### config.mk
export PLATFORM = sky130hd
export DESIGN_NAME = serial_add_sequencer
export DESIGN_NICKNAME = d
export VERILOG_FILES = /design/src/rtl/serial_add_sequencer_pkg.sv /design/src/rtl/serial_add_sequencer_ripple_slice.sv /design/src/rtl/serial_add_sequencer.sv
export SDC_FILE = /design/constraint.sdc
export NUM_CORES = 1
export LEC_CHECK = 0
export ABC_AREA = 1
export BUFFER_PORTS_ARGS = -buffer_cell sky130_fd_sc_hd__buf_4
export CORE_UTILIZATION = 45
export CTS_BUF_LIST = sky130_fd_sc_hd__clkbuf_4
export DETAILED_ROUTE_END_ITERATION = 6
export GPL_TIMING_DRIVEN = 0
export PLACE_DENSITY = 0.69
export REMOVE_ABC_BUFFERS = 1
export SYNTH_ARGS = -nofsm -noshare
export SYNTH_HDL_FRONTEND = slang
export SYNTH_SLANG_ARGS = --single-unit
### constraint.sdc
create_clock -name clk -period 3 [get_ports clk]
set_input_delay 0.45 -clock clk [delete_from_list [all_inputs] [get_ports clk]]
set_output_delay 0.45 -clock clk [all_outputs]
set_load 0.02 [all_outputs]
### src/rtl/serial_add_sequencer_pkg.sv
`default_nettype none
// +----------------------------------------------------------------------------+
// | Module : serial_add_sequencer_pkg                                          |
// | Brief  : Shared state encoding and size helpers for serial sequencers.     |
// | Rev    : 1.0 - initial release                                             |
// +----------------------------------------------------------------------------+
package serial_add_sequencer_pkg;

    typedef logic [1:0] state_t;

    localparam state_t ST_IDLE = 2'd0;
    localparam state_t ST_RUN  = 2'd1;
    localparam state_t ST_DONE = 2'd2;

    function automatic int calc_ndig(input int width, input int digit);
        return width / digit;
    endfunction

    // Counter needs at least one bit even when a single digit covers the word.
    function automatic int calc_cnt_w(input int ndig);
        return (ndig <= 1) ? 1 : $clog2(ndig);
    endfunction

endpackage
`default_nettype wire

### src/rtl/serial_add_sequencer_ripple_slice.sv
`default_nettype none
// +----------------------------------------------------------------------------+
// | Module : ripple_slice                                                      |
// | Brief  : Combinational DIGIT-bit ripple-carry adder slice.                 |
// | Rev    : 1.0 - initial release                                             |
// +----------------------------------------------------------------------------+
module ripple_slice #(
    parameter int DIGIT = 4
) (
    input  logic [DIGIT-1:0] a,
    input  logic [DIGIT-1:0] b,
    input  logic             c_in,
    output logic [DIGIT-1:0] sum,
    output logic             c_out,
    output logic             c_msb_in
);

    logic [DIGIT:0] w_carry;

    assign w_carry[0] = c_in;

    for (genvar i = 0; i < DIGIT; i++) begin : g_bit
        assign sum[i]       = a[i] ^ b[i] ^ w_carry[i];
        assign w_carry[i+1] = (a[i] & b[i]) | (w_carry[i] & (a[i] ^ b[i]));
    end

    assign c_out    = w_carry[DIGIT];
    assign c_msb_in = w_carry[DIGIT-1];

endmodule
`default_nettype wire

### src/rtl/serial_add_sequencer.sv
`default_nettype none
// +----------------------------------------------------------------------------+
// | Module : serial_add_sequencer                                              |
// | Brief  : Digit-serial adder: one DIGIT-bit slice reused over WIDTH/DIGIT   |
// |          cycles, with valid/ready request and result handshakes.           |
// | Rev    : 1.0 - initial release                                             |
// +----------------------------------------------------------------------------+
module serial_add_sequencer
    import serial_add_sequencer_pkg::*;
#(
    parameter int WIDTH = 16,
    parameter int DIGIT = 4
) (
    input  logic             clk,
    input  logic             rst_n,
    input  logic             in_valid,
    output logic             in_ready,
    input  logic [WIDTH-1:0] a,
    input  logic [WIDTH-1:0] b,
    input  logic             c_in,
    output logic             out_valid,
    input  logic             out_ready,
    output logic [WIDTH-1:0] sum,
    output logic             c_out,
    output logic             ovf,
    output logic             busy
);

    localparam int NDIG  = calc_ndig(WIDTH, DIGIT);
    localparam int CNT_W = calc_cnt_w(NDIG);

    localparam logic [CNT_W-1:0] C_CNT_ONE  = CNT_W'(1);
    localparam logic [CNT_W-1:0] C_CNT_LAST = CNT_W'(NDIG - 1);

    if ((DIGIT < 1) || (WIDTH % DIGIT != 0)) begin : g_bad_width
        $error("serial_add_sequencer: WIDTH must be a non-zero multiple of DIGIT");
    end

    state_t           r_state;
    state_t           w_next_state;
    logic [WIDTH-1:0] r_a_sh;
    logic [WIDTH-1:0] r_b_sh;
    logic [WIDTH-1:0] r_sum;
    logic             r_c_out;
    logic             r_ovf;
    logic             r_carry;
    logic [CNT_W-1:0] r_cnt;

    logic             w_accept;
    logic             w_last;
    logic [DIGIT-1:0] w_slice_sum;
    logic             w_slice_c_out;
    logic             w_slice_c_msb_in;
    logic [WIDTH-1:0] w_sum_next;

    ripple_slice #(
        .DIGIT (DIGIT)
    ) u_slice (
        .a        (r_a_sh[DIGIT-1:0]),
        .b        (r_b_sh[DIGIT-1:0]),
        .c_in     (r_carry),
        .sum      (w_slice_sum),
        .c_out    (w_slice_c_out),
        .c_msb_in (w_slice_c_msb_in)
    );

    // New digit enters at the top so the LSB digit lands at bit 0 after NDIG shifts.
    if (NDIG == 1) begin : g_single_digit
        assign w_sum_next = w_slice_sum;
    end else begin : g_multi_digit
        assign w_sum_next = {w_slice_sum, r_sum[WIDTH-1:DIGIT]};
    end

    always_ff @(posedge clk or negedge rst_n) begin
        if (!rst_n) begin
            r_state <= ST_IDLE;
        end else begin
            r_state <= w_next_state;
        end
    end

    always_comb begin
        w_next_state = r_state;
        in_ready     = 1'b0;
        out_valid    = 1'b0;
        busy         = 1'b0;
        w_accept     = 1'b0;
        w_last       = 1'b0;
        case (r_state)
            ST_IDLE: begin
                in_ready = 1'b1;
                if (in_valid) begin
                    w_accept     = 1'b1;
                    w_next_state = ST_RUN;
                end
            end
            ST_RUN: begin
                busy = 1'b1;
                if (r_cnt == C_CNT_LAST) begin
                    w_last       = 1'b1;
                    w_next_state = ST_DONE;
                end
            end
            ST_DONE: begin
                busy      = 1'b1;
                out_valid = 1'b1;
                if (out_ready) begin
                    w_next_state = ST_IDLE;
                end
            end
            default: begin
                w_next_state = ST_IDLE;
            end
        endcase
    end

    always_ff @(posedge clk or negedge rst_n) begin
        if (!rst_n) begin
            r_a_sh  <= '0;
            r_b_sh  <= '0;
            r_sum   <= '0;
            r_c_out <= 1'b0;
            r_ovf   <= 1'b0;
            r_carry <= 1'b0;
            r_cnt   <= '0;
        end else if (w_accept) begin
            r_a_sh  <= a;
            r_b_sh  <= b;
            r_carry <= c_in;
            r_cnt   <= '0;
        end else if (r_state == ST_RUN) begin
            r_a_sh  <= r_a_sh >> DIGIT;
            r_b_sh  <= r_b_sh >> DIGIT;
            r_sum   <= w_sum_next;
            r_carry <= w_slice_c_out;
            r_cnt   <= r_cnt + C_CNT_ONE;
            if (w_last) begin
                r_c_out <= w_slice_c_out;
                r_ovf   <= w_slice_c_msb_in ^ w_slice_c_out;
            end
        end
    end

    assign sum   = r_sum;
    assign c_out = r_c_out;
    assign ovf   = r_ovf;

endmodule
`default_nettype wire

==> reports/results.tsv <==
metric	value	unit
drive_gt1_frac	0.2047	
startpoint_type	flip-flop	
vdd_drop_max	0.4874	mV
stdcell_count	407	
antennaDiodeCount	0	
sequentialPowerShare	0.432	
cp_data_required_time	3.30	ns
dp_hpwl	3.119	mm
hold_violations	0	
clock_path_buffers	2	
switching_share	0.4345	
worstHoldPathType	in2async	
dr_total_vias	1986	
htree_levels	2	
multiInputGateArea	952.2	um2
wl_per_cell	11.91	um
r2r_cells	8	
cpLargestDelayFamily	adder cells	
power.leakage	1.577	nW
slowest_delay	0.44	ns
p_switching	1.280	mW
placed_cells	400	
drv_slew	0	
grt_pass1_vias	1893	
cts_tree	yes	
clkLatencyLatePin	0.38	ns
grt_max_degree	56	
max_slew_margin	0.4156	
skew	0.01435	ns
overflow	0	
cts_resized	0	
internal_power	1.666	mW
dp_slack	0.7220	ns
r2r_slack	0.71	ns
cts.sinks	55	
portBuffers	57	
drc	0	
pin_count	58	
gp_congestion	0.6961	
fp.coreArea	5238	um2
final_util	0.5674	
die_x	76.67	um
numCtsBuffers	5	
fin_setup_tns	0	ns
path_buf_inv	3	
finalSetupViolations	0	
crit_type	reg2reg	
min_period	2.285	ns
drtAntennaViolNets	0	
syn_area	2509	um2
clkPwrFrac	0.104	
cpMaxStageDelayCell	fa_1	
initial_core_util	0.4790	
critPathArrivalTime	2.58	ns
power_frac_comb	0.464	
cts_root_buf	clkbuf_4	
rsz0062_at_grt	false	
synthCells	288	
worstReg2RegStart	r_a_sh[0]	
clk_pin_slew	0.15	ns
path_max_fanout	2	
antenna_found_initial	0	
maxCapViolCount	0	
avgSynthCellArea	8.711	um2
reg2reg_to	sum[15]	
fillers	491	
nets	382	
die_area	5878	um2
crit_chain	fa_1, inv_1, fa_1, inv_1, fa_1, inv_1, fa_1, o21ai_0	
via_per_inst	4.880	
seq_area_frac_synth	0.5486	
die_y	76.67	um
ctsHoldBuffers	0	
firstDrtPassIters	5	
endpoint_kind	flip-flop	
drt_iter0_drc	153	
setup_slack	0.7150	ns
cts_setup_buffers	0	
ys_warn_count	0	
syn2layout_area_growth	18.45	%
gr-usage-all-layers	0.1847	
yosys.cell_types.count	19	
synth_seq_cells	55	
fmax	0.4376	GHz
register_area	1376	um2
drt_wl_total	4.846	mm
min_period_over_period	0.7617	
worst_pin_slew	0.8766	ns
status	finished clean	
hold_ws	0.09936	ns
powerDensity	991.3	nW/um2
crit_top_cell	fa_1	
grt_pass1_wl	8.680	mm
row_count	26	
logic make-up after synthesis:
family                     share of synthesized area
and+or+nand+nor                               0.3032
DFF                                           0.5486
AOI/OAI and AO/OA                            0.01995
xor gates and xnor gates                    0.003492
adders and majority gates                    0.05187
buffers and inverters                        0.07282
worst reg2reg max path, stage by stage (launching register included):
cell	delay [ns]
dfrtp_1	0.43
fa_1	0.44
inv_1	0.08
fa_1	0.16
inv_1	0.05
fa_1	0.40
inv_1	0.09
fa_1	0.39
o21ai_0	0.18
power by group through the flow:
stage	registers (mW)	clock network (mW)	logic (mW)
after floorplan	1.37	0	0.825
after CTS	1.28	0.318	1.40
after global routing	1.32	0.343	1.57
final	1.27	0.307	1.37
after detailed placement	1.29	0	1.40
after global placement	1.27	0	1.36
synth_stat cells (all sizes together):
cell	number	area (um2)
nand2	116	445.4
nand3	59	295.3
dfrtp	55	1376
inv	21	81.33
buf	15	101.3
o21ai	8	40.04
fa	4	80.08
ha	4	50.05
a21oi	2	10.01
nand4	2	12.51
nand3b	1	7.510
xnor2	1	8.760
through the flow:
stage	power (mW)	cell area [um2]
after floorplan	2.192	2407
after global placement	2.638	2923
after detailed placement	2.688	2925
after CTS	2.992	2972
after global routing	3.233	2972
final	2.946	2972
how the worst max path moves through the flow:
stage                          start          to  slack (ns)  cells past startpoint
after floorplan           r_state[1]  r_a_sh[10]        0.86                      7
after global placement    r_state[1]   r_a_sh[2]        0.05                      7
after detailed placement   r_a_sh[0]     sum[15]        0.72                      8
after CTS                  r_a_sh[0]     sum[15]        0.69                      8
after global routing      r_state[1]   r_b_sh[7]        0.51                      7
final                      r_a_sh[0]     sum[15]        0.71                      8
state kept, by name (all words and copies together), names as in the netlist:
signal   count
ovf          1
r_state      2
r_a_sh      16
c_out        1
r_cnt        2
r_carry      1
sum         16
r_b_sh      16
layout make-up:
class                   count  share of cell area
flip-flops and latches     55              0.4632
well taps                  70             0.02947
clock inverters             2            0.002947
repair buffers             57              0.1440
clock buffers               5             0.01263
multi-input cells         197              0.3204
inverters                  21             0.02737
layer usage:
| layer | up-vias | GRT usage | routed length, um |
|---|---|---|---|
| met5 | - | 0 | 0 |
| met4 | 0 | 0.04615 | 48 |
| met3 | 6 | 0.04048 | 296 |
| met2 | 60 | 0.3009 | 2205 |
| met1 | 911 | 0.2506 | 2296 |
| li1 | 1009 | - | - |
layout by cell type (no fill, tap or decap):
master,count
a21oi_1,2
buf_4,57
clkbuf_4,5
clkinv_1,1
clkinv_2,1
dfrtp_1,55
fa_1,4
ha_1,3
ha_2,1
inv_1,18
inv_2,2
inv_4,1
nand2_1,114
nand2_2,1
nand2_4,1
nand3_1,59
nand3b_1,1
nand4_1,2
o21ai_0,6
o21ai_1,2
xnor2_1,1
Note: power is estimated with default switching activity, not from simulation.
